File: config.mk
export PLATFORM = sky130hd
export DESIGN_NAME = alu_arbiter
export DESIGN_NICKNAME = d
export VERILOG_FILES = /design/src/rtl/alu_arbiter.sv
export SDC_FILE = /design/constraint.sdc
export NUM_CORES = 1
export LEC_CHECK = 0
export ABC_AREA = 1
export CAP_MARGIN = 20
export CORE_ASPECT_RATIO = 0.7
export CORE_MARGIN = 4
export CORE_UTILIZATION = 25
export CTS_CLUSTER_SIZE = 12
export DETAILED_ROUTE_END_ITERATION = 8
export PLACE_DENSITY = 0.67
export RECOVER_POWER = 50
export SETUP_SLACK_MARGIN = 0.15
export SLEW_MARGIN = 20
export SYNTH_ARGS = -nofsm -noshare
export SYNTH_HDL_FRONTEND = slang
export SYNTH_SLANG_ARGS = --single-unit
File: constraint.sdc
create_clock -name clk -period 3.05 [get_ports clk]
set_input_delay 0.915 -clock clk [delete_from_list [all_inputs] [get_ports clk]]
set_output_delay 0.915 -clock clk [all_outputs]
set_load 0.02 [all_outputs]
File: src/rtl/alu_arbiter.sv
// Two-requester round-robin front end for a shared combinational ALU, with an architectural flag register.
// Latency: grant in cycle T, response valid in T+2; at most one operation in flight (1 op / 3 cycles peak).
// Backpressure: response holds in RESP until rsp_ready; no new grant is issued until that handshake.
module alu_arbiter #(
    parameter int DW = 16
) (
    input  logic          clk,
    input  logic          rst_n,
    input  logic          req0_valid,
    output logic          req0_ready,
    input  logic [2:0]    req0_op,
    input  logic [DW-1:0] req0_a,
    input  logic [DW-1:0] req0_b,
    input  logic          req1_valid,
    output logic          req1_ready,
    input  logic [2:0]    req1_op,
    input  logic [DW-1:0] req1_a,
    input  logic [DW-1:0] req1_b,
    output logic [DW-1:0] alu_in1,
    output logic [DW-1:0] alu_in2,
    output logic [2:0]    alu_op,
    input  logic [DW-1:0] alu_out,
    input  logic [2:0]    alu_flags,
    input  logic          alu_err,
    output logic          rsp_valid,
    input  logic          rsp_ready,
    output logic          rsp_id,
    output logic [DW-1:0] rsp_data,
    output logic          rsp_err,
    output logic          flag_z,
    output logic          flag_v,
    output logic          flag_n,
    output logic          busy
);

    typedef enum logic [1:0] {
        IDLE = 2'd0,
        EXEC = 2'd1,
        RESP = 2'd2
    } state_e;

    typedef struct packed {
        logic [2:0]    op;
        logic [DW-1:0] a;
        logic [DW-1:0] b;
    } cmd_t;

    typedef struct packed {
        logic          id;
        logic [DW-1:0] dat;
        logic          err;
    } rsp_t;

    state_e     state_q, state_d;
    logic       last_q, last_d;     // requester granted most recently
    cmd_t       cmd_q, cmd_d;       // operation presented to the ALU
    rsp_t       rsp_q, rsp_d;       // captured response
    logic [2:0] flags_q, flags_d;   // {Z, V, N}

    logic       gnt_vld;
    logic       gnt_id;
    cmd_t       gnt_cmd;

    // Round-robin pick in IDLE: a tie goes to the requester not granted last; nothing is granted in reset
    always_comb begin
        gnt_vld = 1'b0;
        gnt_id  = 1'b0;
        if (state_q == IDLE && rst_n) begin
            if (req0_valid && req1_valid) begin
                gnt_vld = 1'b1;
                gnt_id  = ~last_q;
            end else if (req0_valid) begin
                gnt_vld = 1'b1;
            end else if (req1_valid) begin
                gnt_vld = 1'b1;
                gnt_id  = 1'b1;
            end
        end
    end

    assign gnt_cmd    = gnt_id ? {req1_op, req1_a, req1_b} : {req0_op, req0_a, req0_b};
    assign req0_ready = gnt_vld & ~gnt_id;
    assign req1_ready = gnt_vld & gnt_id;

    // Next state: latch the winner on grant, capture the ALU result and update flags in EXEC, drain in RESP
    always_comb begin
        state_d = state_q;
        last_d  = last_q;
        cmd_d   = cmd_q;
        rsp_d   = rsp_q;
        flags_d = flags_q;
        case (state_q)
            IDLE: begin
                if (gnt_vld) begin
                    state_d  = EXEC;
                    last_d   = gnt_id;
                    cmd_d    = gnt_cmd;
                    rsp_d.id = gnt_id;
                end
            end
            EXEC: begin
                state_d   = RESP;
                rsp_d.dat = alu_out;
                rsp_d.err = alu_err;
                // An erroring operation leaves the flags untouched; XOR only defines Z
                if (!alu_err) begin
                    case (cmd_q.op)
                        3'd0, 3'd1: flags_d    = alu_flags;
                        3'd2:       flags_d[2] = alu_flags[2];
                        default:    flags_d    = flags_q;
                    endcase
                end
            end
            RESP: begin
                if (rsp_ready) begin
                    state_d = IDLE;
                end
            end
            default: state_d = IDLE;
        endcase
    end

    // State registers with synchronous active-low reset; pointer resets to 1 so req0 wins the first tie
    always_ff @(posedge clk) begin
        if (!rst_n) begin
            state_q <= IDLE;
            last_q  <= 1'b1;
            cmd_q   <= '0;
            rsp_q   <= '0;
            flags_q <= '0;
        end else begin
            state_q <= state_d;
            last_q  <= last_d;
            cmd_q   <= cmd_d;
            rsp_q   <= rsp_d;
            flags_q <= flags_d;
        end
    end

    assign alu_op    = cmd_q.op;
    assign alu_in1   = cmd_q.a;
    assign alu_in2   = cmd_q.b;
    assign rsp_valid = (state_q == RESP);
    assign rsp_id    = rsp_q.id;
    assign rsp_data  = rsp_q.dat;
    assign rsp_err   = rsp_q.err;
    assign flag_z    = flags_q[2];
    assign flag_v    = flags_q[1];
    assign flag_n    = flags_q[0];
    assign busy      = (state_q != IDLE);

endmodule

== After elaboration in Yosys (flattened, before gate mapping) ==
Cells that the tools add are included.
Storage, ports and cells
  register bits: 59
  bits of input ports: 95
  output and inout port bits: 60
  logic and storage cells: 43
Operators by class
  equality and inequality tests: 6
  multiplexer cells: 11
  bitwise logic cells: 5
  reductions and logical operators: 11
Operators by type and width (number)
  two-way mux 35 bit: 1
  two-way mux 1 bit: 7
  case mux 2 bit (3 select lines): 1
  AND reduction 3 bit: 2
  two-way mux 2 bit: 2
  AND reduction 2 bit: 2
  == test 3 x 1 -> 1 bit, second input constant: 1
  == test 3 x 2 -> 1 bit, second input constant: 1
  logical NOT 3 bit: 1
  NOT 1 bit: 3
  OR reduction 3 bit: 1
  bitwise AND 1 bit: 2
  == test 2 x 1 -> 1 bit, second input constant: 1
  == test 2 bit, second input constant: 1
  logical AND 1 bit: 2
  logical NOT 2 bit: 1
  != test 2 x 1 -> 1 bit, second input constant: 1
  != test 2 bit, second input constant: 1
  nonzero test 2 bit: 1
  OR reduction 2 bit: 1

== Logic depth before layout (Yosys ltp) ==
Gate-level depths: netlist (run 1).
  depth after elaboration: 6
  mapped depth: 9
  depth with buffers taken out: 8

== Worst setup path after synthesis (run 1) ==
OpenSTA, ideal clock, no wires.
  path kind: in2out
  start: in req0_valid
  end: out req0_ready
  data arrival time: 1475 ps
  required time: 2135 ps
  slack: 660 ps
  stages on the path: 4
  buffers on the path: 0
  path through: nand2_1 -> nand2_1 -> nand4_1 -> inv_1
Between the ends
  cells in the longest elaborated chain, start to end: 5
  elaborated cells on any way between the ends: 9
  classes of those cells: mux: 6; bitwise: 2; reduce/logical: 1
RTL lines
  from (decl): RTL line 9  | input logic req0_valid,
  two-way mux 1 bit / logical AND 1 bit (equally long branches): RTL line 72, 69
  two-way mux 1 bit: RTL line 69  | if (req0_valid && req1_valid) begin
  two-way mux 1 bit: RTL line 68  | if (state_q == IDLE && rst_n) begin
  NOT 1 bit: RTL line 82  | assign req0_ready = gnt_vld & ~gnt_id;
  bitwise AND 1 bit (*): RTL line 82
  to (decl): RTL line 10  | output logic req0_ready,
Mark *: on every way between the ends. The rest lies on a longest branch, timed or not.

== Final worst setup path (run 1) ==
  start: in req0_valid
  end: out req1_ready
Between the ends
  cells in the longest elaborated chain, start to end: 4
  elaborated cells on any way between the ends: 8
  classes of those cells: mux: 6; bitwise: 1; reduce/logical: 1
RTL lines
  two-way mux 1 bit / logical AND 1 bit (equally long branches): RTL line 72, 69
  two-way mux 1 bit: RTL line 69
  two-way mux 1 bit: RTL line 68
  bitwise AND 1 bit (*): RTL line 83  | assign req1_ready = gnt_vld & gnt_id;
  to (decl): RTL line 15  | output logic req1_ready,
Marks and branches as above.

==> results of run 1 <==
stage by stage:
step	hold WS, ns	area (sq um)	instances	setup TNS (ns)
6_report	0.465	4600	712	0
5_1_grt	0.498	4600	712	0
4_1_cts	0.467	4590	711	0
3_5_place_dp	0.455	4330	696	-0.421
3_3_place_gp	0.441	4330	696	-0.391
2_1_floorplan	0.429	2710	423	0
synthesized netlist by cell type:
cell type and n:
sky130_fd_sc_hd__nand2_1 165, sky130_fd_sc_hd__a211oi_1 1, sky130_fd_sc_hd__nor2_2 2, sky130_fd_sc_hd__nor2_4 1, sky130_fd_sc_hd__a21oi_1 4, sky130_fd_sc_hd__nor2_1 60, sky130_fd_sc_hd__buf_6 4, sky130_fd_sc_hd__buf_1 1
sky130_fd_sc_hd__inv_2 3, sky130_fd_sc_hd__clkbuf_1 1, sky130_fd_sc_hd__nand4_1 3, sky130_fd_sc_hd__o21ai_0 17, sky130_fd_sc_hd__dfxtp_1 59, sky130_fd_sc_hd__clkbuf_2 1, sky130_fd_sc_hd__nand2_2 1, sky130_fd_sc_hd__buf_4 3
sky130_fd_sc_hd__buf_2 12, sky130_fd_sc_hd__inv_1 47, sky130_fd_sc_hd__nand3_1 38
where the power goes:
part           internal (W)  leakage (nW)  switching, W
Sequential         0.000871         0.489     0.0000481
Clock              0.000561         0.132      0.000322
Combinational      0.000334          1.68      0.000363
Total               0.00177          2.31      0.000733
worst max-delay path: stages:
cell and delay (ns):
sky130_fd_sc_hd__dlymetal6s2s_1 0.13, sky130_fd_sc_hd__nand2_1 0.08, sky130_fd_sc_hd__nand2_2 0.07, sky130_fd_sc_hd__nor2_2 0.12, sky130_fd_sc_hd__dlygate4sd2_1 0.35
timing repair:
action | CTS | global route
setup endpoints to repair | 2 | 2
gates resized for setup | 7 | 3
setup buffers | 0 | 1
hold buffers | 0 | 0
pin swaps | 1 | 1
area by class of cell:
class	count	area, sq um	area share
Clock buffer	12	246	0.0535
Clock inverter	3	15.0	0.00326
Inverter	50	188	0.0408
Multi-Input combinational cell	292	1200	0.260
Sequential cell	59	1180	0.257
Tap cell	132	165	0.0359
Timing Repair Buffer	164	1610	0.350
registers in the layout (all words and copies together) (netlist names):
signal	flops
last_q	1
alu_in1	16
alu_op	3
alu_in2	16
rsp_data	16
state_q	2
rsp_err	1
flags_q	3
rsp_id	1
final timing paths:
kind / cells past startpoint / end / slack (ns)
hold / removal: 2 / rsp_id$_SDFFE_PN0P_ / 0.46
setup / recovery: 5 / req1_ready / 0.48
setup reg to reg: 7 / alu_in1[14]$_SDFFE_PN0P_ / 1.39
hold reg to reg: 2 / rsp_id$_SDFFE_PN0P_ / 0.46
kinds of logic after synthesis:
group | after synthesis | share of synthesized area
AOI/OAI and AO/OA | 22 | 0.0416
and+or+nand+nor | 270 | 0.401
buffers and inverters | 72 | 0.121
DFF | 59 | 0.437
routing by layer:
metal  track usage  vias to the layer above
li1              -                     1578
met1         0.173                     1307
met2         0.230                      101
met3        0.0665                       11
met4        0.0415                        0
met5             0                        -
==> reports/summary.md, run 1 <==
The flow ran to the end, and the final reports show no timing, DRC or antenna violations. CTS built an H-tree with a depth of 3. Cell at the root of the clock tree: sky130_fd_sc_hd__clkbuf_16.

The headroom to the max-slew limit is 0.502. Type of the worst setup path: primary input to primary output. The detailed router used layers up to and including met4. The library cells used most frequently in the layout, excluding fill and tap cells, are sky130_fd_sc_hd__nand2_1, sky130_fd_sc_hd__clkdlybuf4s50_1, sky130_fd_sc_hd__nor2_1, sky130_fd_sc_hd__dfxtp_1, sky130_fd_sc_hd__inv_1. Setup violations remaining at the end of the flow were counted as 0.

Required time at the worst-slack endpoint: 2.13 ns. Input and output buffers added on the ports amount to 154. In this run the power density over the cells is 543 mW/mm^2. The tools report the number of global-route vias before repair as 2929. CTS sink count: 59.

The net count reported at finish is 671. The region available for standard cell placement spans 0.0104 sq mm. Of all cell types, the one taking the most synthesized area is sky130_fd_sc_hd__dfxtp_1.

The total power after layout was 0.00250 W; the clock buffer count from CTS was 9. The worst setup path is launched from a primary input. In this run the worst path has a maximum fanout of 3. The routed design could run at a clock period as short as 2.57 ns.

After synthesis the cells add up to 0.00271 sq mm. Ranked by total cell area, the synthesized netlist is headed by sky130_fd_sc_hd__dfxtp_1, sky130_fd_sc_hd__nand2_1, sky130_fd_sc_hd__nor2_1. The number of nets handed over by synthesis was 518. Using the TritonRoute via totals, the vias-per-cell ratio works out to 4.21. The area share of the largest cell type after synthesis is 0.437. Count of final hold-check violations: 0. The first global-routing pass estimated 14.3 mm of wire. At the pin with the least slew margin, the transition time is 0.747 ns. At the later pin of the worst-skew pair, clock insertion delay measures 0.32 ns. In this run the vertical extent of the chip is 95.0 um. For the final database, setup skew stands at 0.00659 ns. The width of the die is 132 um, and the full die area is 0.0126 sq mm. The logs give 0.259 for the starting density of the core and 6.79 mm for the detailed placer's ending HPWL. The overall overflow remaining after global route is 0, and the final weighted congestion in routability-driven placement is 0.824. The met2 wirelength from detailed routing was 3.98 mm; the number of inserted diodes was 0. The worst setup path is captured at a primary output.

Compared with the post-synthesis result, the final layout area differs by 70.2%. The final routed wire length divided by cell count works out to 12.5 um. The longest clock path from root to sink contains 2 buffers. The fraction of final layout cells sized beyond drive strength 1 is 0.0500. The number of antenna violations at the first check in global routing came out at 0. The detailed router placed 2997 vias in this run. For this block, wires on met1 add up to 4.04 mm.

Summed over all cells, the static leakage comes to 2.31 nW. The tools report the launching element of the worst setup path as req0_valid. Entering global routing, the biggest net connects 38 pins. The run gives 224 uV as the maximum VDD drop. The run gives 4 as the number of optimization iterations in the first detailed-route pass. TritonCTS built the clock tree. In this run the remaining antenna-violating nets after routing total 0. For the layout filler cell count, the log shows 1052. For this design the top-level I/O count stands at 155. After clock tree synthesis, the clock-pin slew on the worst setup and hold paths is 0.05 ns. Sequential element share of the synthesized area: 0.437. The library cell used most frequently in the layout, excluding fill and tap cells, is sky130_fd_sc_hd__nand2_1. For the post-route DRC violation count, the log shows 0. The core occupancy in the finished layout came out at 0.441. After detailed routing, the met3 layer carries 798 um of wire. Averaged over all synthesized cells, the footprint is 6.40 sq um. Once routing completed, OpenROAD measured the worst setup slack at 0.478 ns. Yosys mapped the design onto 19 distinct sky130hd cell types. After technology mapping, the gate count stands at 423. At the placement stage, the worst setup path has a slack of -0.295 ns. For the data arrival time of the critical path, the log shows 1.66 ns.

The worst register-to-register path begins at state_q[1]$_SDFFE_PN0P_. The initial DRC count is 112, and the warning count from the yosys run is 0. The wire length reported by the detailed router is 8.91 mm. The worst hold path begins at rsp_id$_SDFFE_PN0P_.

The tool flagged a number of max-cap violations equal to 0. Number of pins exceeding their max-slew limit in the final report: 0. The count of standard-cell rows is 31, and the post-synthesis register bit count is 59.

The min-delay analysis places its worst path in the category flop to flop. The final period utilization is 0.843, and the achievable clock frequency is 389 MHz. Setup repair after global routing left no endpoint under its margin. The total routing usage reported by global routing was 0.143.
Note: power is estimated with default switching activity, not from simulation.
==> run 2: changes to the inputs <==
--- a/config.mk
+++ b/config.mk
@@ -12,7 +12,7 @@
 export CORE_UTILIZATION = 25
 export CTS_CLUSTER_SIZE = 12
 export DETAILED_ROUTE_END_ITERATION = 8
-export PLACE_DENSITY = 0.67
+export PLACE_DENSITY = 0.69
 export RECOVER_POWER = 50
 export SETUP_SLACK_MARGIN = 0.15
 export SLEW_MARGIN = 20
==> constraint.sdc (replaced) <==
create_clock -name clk -period 2.1 [get_ports clk]
set_input_delay 0.63 -clock clk [delete_from_list [all_inputs] [get_ports clk]]
set_output_delay 0.63 -clock clk [all_outputs]
set_load 0.02 [all_outputs]
==> run 2 against run 1 <==
  * Sequential power increased by 46%
  * Final cell count grew 0.84%
  * Non-clock buffer count increased by 5
  * Hold slack gained 0.0049 ns
  * Routed wire length fell by 0.28%
  * Critical endpoint is now flag_z
  * Largest power group is now clock
==> reports/summary.md, run 2 (synthesized netlist as in run 1, its figures left out) <==
The post-cts hold buffer count was 0 (unchanged). The CTS sink count was 59 (unchanged); the maximum VDD drop was 287 uV (+28%). The tools report the met1 track demand over resource as 0.173 (+0.000546).

The total routing usage reported by global routing is 0.142 (-0.000391), and the number of global-route vias before repair is 3117 (+6.4%). The most crowded layer after global routing was met2. The count of final hold-check violations came out at 0 (unchanged). In this design, the largest share of critical-path delay is due to buffers and inverters.

The number of buffers added on ports is 154 (unchanged). Final routed wire length divided by cell count: 12.4 um (-1.1%). The final period utilization works out to 0.908. Setup repair after global routing could not meet its margin everywhere. Number of levels in the clock H-tree: 3 (unchanged). The count of boundary I/O pins was 155 (unchanged). The run gives 172 (+54%) as the initial DRC count.

The ratio of total power to cell area is 809 mW/mm^2 (+49%), and the detailed placer's ending HPWL is 6.78 mm (-0.16%). The setup TNS is 0 ns (unchanged), and the met3 capacity usage during global routing is 0.0659 (-0.000527). The core occupancy in the finished layout is 0.439 (-0.00204), and the clock period minus final worst setup slack is 1.91 ns.

The headroom to the max-slew limit is 0.626 (+0.124), and the count of endpoints failing setup in the final report is 0 (unchanged). Deepest clock path buffer count: 2 (unchanged). The run finished with clean final reports. The run gives 4 (unchanged) as the number of optimization iterations in the first detailed-route pass. The y dimension of the die is 95.0 um (unchanged). The largest driver fanout on the critical path is 2 (-1), and the clock latency reported for the late side of the worst-skew pair is 0.32 ns (about the same). STA classifies the critical path startpoint as a flop. Max capacitance violation total: 0 (unchanged). The clock transition at the registers of the reported paths is 0.05 ns (about the same).

The width of the die works out to 132 um (unchanged). The critical path buffer and inverter count was 1 (-1); the post-detailed-route count of antenna-violating nets was 0 (unchanged). The fraction of final layout cells sized beyond drive strength 1 is 0.0598 (+0.00983), and the required time at the worst-slack endpoint is 1.47 ns (-0.66 ns). In the layout the commonest cells are sky130_fd_sc_hd__nand2_1, sky130_fd_sc_hd__clkdlybuf4s50_1, sky130_fd_sc_hd__nor2_1, sky130_fd_sc_hd__dfxtp_1, sky130_fd_sc_hd__inv_1.

TritonCTS built the clock tree. The logs give 0.00246 ns (-0.00413 ns) for the worst clock skew and 0.0104 sq mm (unchanged) for the core area. The clock buffer count from CTS came out at 9 (unchanged). Detail-routed via count per cell: 4.35 (+3.3%). For the total power after layout, the log shows 0.00371 W (+48%). The full die area was 0.0126 sq mm (unchanged); the total via count after detailed routing was 3121 (+4.1%). The wire length reported by the detailed router was 8.89 mm (-0.28%); the achievable clock frequency was 524 MHz. Among all stages on the critical path, the largest delay is contributed by sky130_fd_sc_hd__clkdlybuf4s50_1.

The number of pins exceeding their max-slew limit in the final report came out at 0 (unchanged). The critical path endpoint category was a primary output. For the first-pass GRT wire length, the log shows 14.6 mm (+2.0%).

The total leakage power is 2.25 nW (-2.4%). Biggest cell delay along the critical path: 0.63 ns (+0.28 ns). The post-route DRC violation count was 0 (unchanged). Leaving out fill and tap cells, the most frequent cell in the layout is sky130_fd_sc_hd__nand2_1. The run gives 0.00458 sq mm (-0.46%) as the final cell area excluding filler cells. The cell area after placement was 0.00438 sq mm (+0.98%). The run gives 0.222 (-0.00806) as the routing usage on met2.

Type of the worst setup path: flop to primary output. The critical path goes through clkdlybuf4s50_1. The run gives 1 (+1) as the number of antenna violations at the first check in global routing. The run gives 42 (+11%) as the largest net degree at the start of global routing. The cell sitting at the root of the clock tree is a sky130_fd_sc_hd__clkbuf_16.

The count of standard-cell rows is 31 (unchanged). For the final weighted congestion in routability-driven placement, the log shows 0.827 (+0.30%). Relative to the synthesized area, the layout overhead comes to 69.4%. Overall overflow remaining after global route: 0 (unchanged).

The starting density of the core was 0.259 (unchanged); the slew at the pin closest to its max-slew limit was 0.561 ns (-0.187 ns). The data arrival time of the critical path was 1.28 ns (-0.38 ns). Classification of the worst-slack hold path: flop to flop.

The net count reported at finish was 676 (+0.75%).
[run 2: cell types whose count changed in the layout (fill, tap and decap cells not counted), sizes merged, moves of 2 or more]
cell,change
dlygate4sd3,-29
clkbuf,+15
clkdlybuf4s50,+14
buf,+5
dlygate4sd2,+2
dlymetal6s2s,-2
[run 2: report_power, final]
group	total, W	switching (W)	internal, W
clock network	0.00136	0.000473	0.000883
logic	0.00101	0.000527	0.000486
registers	0.00134	0.0000745	0.00126
total	0.00371	0.00107	0.00263
[run 2: layout make-up]
class	instances	area (sq um)
fillers	1064	5850
repair buffers	169	1570
multi-input cells	292	1200
flip-flops and latches	59	1180
clock buffers	13	270
inverters	50	188
well taps	132	165
clock inverters	2	10.0
diodes	1	2.50
[run 2: routing by layer]
| layer | vias to the layer above | part of all wire |
|---|---|---|
| met5 | - | 0 |
| met4 | 0 | 0.020 |
| met3 | 15 | 0.099 |
| met2 | 124 | 0.44 |
| met1 | 1393 | 0.45 |
| li1 | 1589 | - |
[run 2: repair_timing]
action / CTS / global route
gates resized for setup: 19 / 18
pin swaps: 1 / 2
setup endpoints to repair: 7 / 30
buffers inserted: 1 / 1
[run 2: path summary, 6_finish.rpt]
kind	start	endpoint	slack (ns)	cells past startpoint
max	flags_q[2]$_SDFFE_PN0P_	flag_z	0.19	1
min	last_q$_SDFFE_PN1P_	last_q$_SDFFE_PN1P_	0.47	2
max reg2reg	last_q$_SDFFE_PN1P_	alu_in2[6]$_SDFFE_PN0P_	0.69	11
min reg2reg	last_q$_SDFFE_PN1P_	last_q$_SDFFE_PN1P_	0.47	2
[run 2: per-stage QoR]
stage,setup slack (ns),hold WS (ns),std cells
CTS,0.0730,0.470,716
global placement,-0.658,0.438,700
floorplan,0.280,0.429,423
detailed placement,-0.666,0.456,700
global route,0.119,0.497,718
finish,0.193,0.470,718
